===== config.mk =====
export PLATFORM = sky130hd
export DESIGN_NAME = modulo_n_updown
export DESIGN_NICKNAME = d
export VERILOG_FILES = /design/src/rtl/counter_pkg.sv /design/src/rtl/modulo_n_updown.sv
export SDC_FILE = /design/constraint.sdc
export NUM_CORES = 1
export LEC_CHECK = 0
export ABC_AREA = 1
export ABC_CLOCK_PERIOD_IN_PS = 1800
export CAP_MARGIN = 20
export CORE_AREA = 2 2 39 41
export DETAILED_ROUTE_END_ITERATION = 8
export DIE_AREA = 0 0 41 43
export DONT_BUFFER_PORTS = 1
export GPL_ROUTABILITY_DRIVEN = 0
export PLACE_DENSITY = 0.51
export SYNTH_ARGS = -nofsm -noshare
export SYNTH_HDL_FRONTEND = slang
export SYNTH_SLANG_ARGS = --single-unit

===== constraint.sdc =====
create_clock -name clk -period 1.8 [get_ports clk]
set_input_delay 0.36 -clock clk [delete_from_list [all_inputs] [get_ports clk]]
set_output_delay 0.36 -clock clk [all_outputs]
set_load 0.005 [all_outputs]

===== src/rtl/counter_pkg.sv =====
// Shared definitions for the modulo-N counter family.
// Boundary behaviour encodings used by the counter MODE parameter.
package counter_pkg;

    typedef enum logic {
        MODE_WRAP = 1'b0,
        MODE_SAT  = 1'b1
    } mode_e;

endpackage : counter_pkg


===== src/rtl/modulo_n_updown.sv =====
// Modulo-N up/down counter with synchronous load, terminal count for cascading
// and a registered wrap pulse. Boundary behaviour is wrap or saturate per MODE.
module modulo_n_updown
    import counter_pkg::*;
#(
    parameter int    N     = 10,
    parameter int    WIDTH = $clog2(N),
    parameter mode_e MODE  = MODE_WRAP
) (
    input  logic             clk,
    input  logic             rst,
    input  logic             ce,
    input  logic             up,
    input  logic             ld,
    input  logic [WIDTH-1:0] ld_val,
    output logic [WIDTH-1:0] out,
    output logic             tc,
    output logic             wrap
);

    if (N < 2) begin : g_chk_n
        $error("modulo_n_updown: N must be at least 2");
    end
    if (WIDTH < $clog2(N)) begin : g_chk_width
        $error("modulo_n_updown: WIDTH too narrow to hold N-1");
    end

    localparam logic [WIDTH-1:0] MAX_VAL = WIDTH'(N - 1);
    localparam logic [WIDTH-1:0] ONE     = WIDTH'(1);

    logic [WIDTH-1:0] out_q, out_d;
    logic             wrap_q, wrap_d;
    logic             at_max, at_zero;

    assign at_max  = (out_q == MAX_VAL);
    assign at_zero = (out_q == '0);

    always_comb begin
        out_d  = out_q;
        wrap_d = 1'b0;
        if (ld) begin
            // Out-of-range load values clamp so the count never leaves 0..N-1.
            out_d = (ld_val > MAX_VAL) ? MAX_VAL : ld_val;
        end else if (ce) begin
            if (up) begin
                if (!at_max) begin
                    out_d = out_q + ONE;
                end else if (MODE == MODE_WRAP) begin
                    out_d  = '0;
                    wrap_d = 1'b1;
                end
            end else begin
                if (!at_zero) begin
                    out_d = out_q - ONE;
                end else if (MODE == MODE_WRAP) begin
                    out_d  = MAX_VAL;
                    wrap_d = 1'b1;
                end
            end
        end
    end

    always_ff @(posedge clk) begin
        if (rst) begin
            out_q  <= '0;
            wrap_q <= 1'b0;
        end else begin
            out_q  <= out_d;
            wrap_q <= wrap_d;
        end
    end

    // Masked by rst and ld since those edges never take a counting step.
    assign tc   = ce & ~rst & ~ld & ((up & at_max) | (~up & at_zero));
    assign out  = out_q;
    assign wrap = wrap_q;

endmodule : modulo_n_updown


==> metrics.md <==
| Metric | Value |
|---|---|
| ANT cells | `0` |
| Final cycle utilization of the critical path | `91.66%` |
| Critical path class | `flop to output pin` |
| First-pass GRT wire length | `1476 um` |
| Reg2Reg Depth | `8` |
| Commonest non-fill, non-tap cells in the layout | `nand2_1, inv_1, nor2_1` |
| Synth Net Count | `71` |
| Hold Crit Depth | `1` |
| Top cells by area, synth | `dfxtp_1, nand2_1, inv_1` |
| ANT nets after route | `0` |
| Synth-to-layout area growth | `12.37%` |
| # setup viols final | `0` |
| Total wire length | `912 um` |
| Post-CTS Setup Bufs | `0` |
| Number of synthesized register bits | `5` |
| DRC | `0` |
| Peak VDD IR | `0.3266 mV` |
| Starting Density | `27.03%` |
| Die area | `0.001763 mm^2` |
| CP max FO | `8` |
| Initial antenna violation count | `0` |
| Clock latency on the worst-skew pair | `0.24 ns` |
| Share of layout cells above drive strength 1 | `13.64%` |
| Overall routing resource usage | `12.27%` |
| RSZ-0062 raised after global routing | `no` |
| Width of the chip | `41 um` |
| Tmin final | `1.650 ns` |
| IO Port Bufs | `0` |
| CP Launch Type | `flop` |
| Worst path cell trace | `nor2_2, nand3_2, nand2_1, nand4_1, nor2_1` |
| Req. time, crit path | `1.44 ns` |
| Top-area cell type share of the netlist area | `26.76%` |
| Maxcap violations | `0` |
| Synth Cell Area | `374.1 um^2` |
| Core ar. | `0.001384 mm^2` |
| Final Hold Vio Count | `0` |
| Clock Pin Slew Worst Setup and Hold Paths | `0.04 ns` |
| Vias in the first global route | `363` |
| Num CTS Buffers | `3` |
| Status | `completed` |
| Worst Hold Class | `input pin to flop` |
| CTS Sinks | `5` |
| Via-per-instance ratio | `4.720` |
| Seq/Total Area, Yosys | `26.76%` |
| Die height | `43 um` |
| Power, Total | `0.3394 mW` |
| PostCTS Resize Cnt | `0` |
| Floorplan row count | `14` |
| Power density over the cells | `807.4 mW/mm^2` |
| Largest stage delay on the critical path | `0.39 ns` |
| Hold Buf Count CTS | `0` |
| Detailed Route Iter0 Violations | `10` |
| Synth warnings | `0` |
| CTS tree | `built` |
| Post-Synthesis Cells | `62` |
| Max Transition Viols Final | `0` |
| Arrival time at the worst endpoint | `1.29 ns` |
| Crit path capture type | `output pin` |
| I/O pin cnt | `15` |
| Vias | `387` |
| Fmax | `0.6061 GHz` |
| GRT overflow | `0` |
| Largest net degree at the start of global routing | `9` |
| First drt pass iteration count | `3` |
| Worst path slowest cell | `dfxtp_1` |
| Post-DP HPWL | `740.6 um` |
| Clock Path Buffers | `2` |
| Nets | `76` |
| Root Buffer | `clkbuf_4` |
| Commonest non-fill, non-tap cell in the layout | `nand2_1` |
| # fillers | `160` |
| Clock skew | `0.0007348 ns` |
| Synth area leader | `dfxtp_1` |
| Setup TNS | `0 ns` |
| Leak Pwr | `0.1814 nW` |
| Mean area per synthesized cell | `6.034 um^2` |
| DR WL/cell | `11.12 um` |
| Worst slew pin tran | `0.4286 ns` |
| Slew HR | `71.32%` |
| Htree depth | `1` |
| Count of different cell masters after synthesis | `17` |
-- state kept, by name (all words and copies together) (netlist names) --
name,count
out,4
wrap,1
-- cell usage after synthesis --
| cell type | number |
|---|---|
| nand3_1 | 3 |
| a21oi_2 | 2 |
| o21ai_1 | 2 |
| inv_1 | 7 |
| nor2_1 | 7 |
| dfxtp_1 | 5 |
| nand2_1 | 18 |
| nor2_2 | 3 |
| clkinv_1 | 1 |
| o31ai_1 | 1 |
| nand4_1 | 2 |
| xor2_1 | 1 |
| o21ai_0 | 2 |
| a21oi_1 | 5 |
| o21a_1 | 1 |
| o211ai_1 | 1 |
| nand3_2 | 1 |
-- worst paths after layout --
path	slack, ns	to	from
setup / recovery	0.15	tc	out[0]
hold / removal	0.18	out[3]	rst
setup reg to reg	0.60	out[3]	out[2]
hold reg to reg	0.59	out[0]	out[0]
-- kinds of logic (layout without fill, tap and decap cells) --
| family | Yosys count | count (layout) | synth area share (%) |
|---|---|---|---|
| compound gates | 14 | 14 | 22.74 |
| xor+xnor | 1 | 1 | 2.342 |
| buf+inv | 8 | 12 | 8.027 |
| flops | 5 | 5 | 26.76 |
| simple gates | 34 | 34 | 40.13 |
-- worst max-delay path: cells and delay by family (launching register included) --
kind             cells  cell delay [ns]
and+or+nand+nor      5             0.66
DFF                  1             0.39
-- power breakdown --
group / internal [mW] / switching (mW)
Clock: 0.0837 / 0.0442
Sequential: 0.120 / 0.0168
Combinational: 0.0290 / 0.0461
Total: 0.232 / 0.107
-- metal layers --
layer  up-vias  part of all wire, %  GRT usage (%)
met5         -                    0              0
met4         0                    0          4.000
met3         0                  5.7          4.188
met2        10                   45          18.13
met1       164                   49          16.18
li1        213                    -              -
-- layout make-up --
class / instances / area [um^2] / area share, %
sequential: 5 / 100.1 / 23.81
clock buffer: 4 / 26.28 / 6.250
tap: 16 / 20.02 / 4.762
multi-input combinational: 49 / 244.0 / 58.04
inverter: 8 / 30.03 / 7.143
-- stage by stage --
stage	utilization (%)	instances	setup WS, ns	cell area, um^2	hold slack (ns)
5_1_grt	30.38	82	0.0007577	420.4	0.1640
3_5_place_dp	28.48	78	0.3970	394.1	0.4242
3_3_place_gp	28.48	78	0.4261	394.1	0.4249
4_1_cts	30.38	82	0.1323	420.4	0.1704
2_1_floorplan	-	62	0.4961	374.1	0.4224
6_report	30.38	82	0.1502	420.4	0.1790
(Power assumes the default switching activity.)
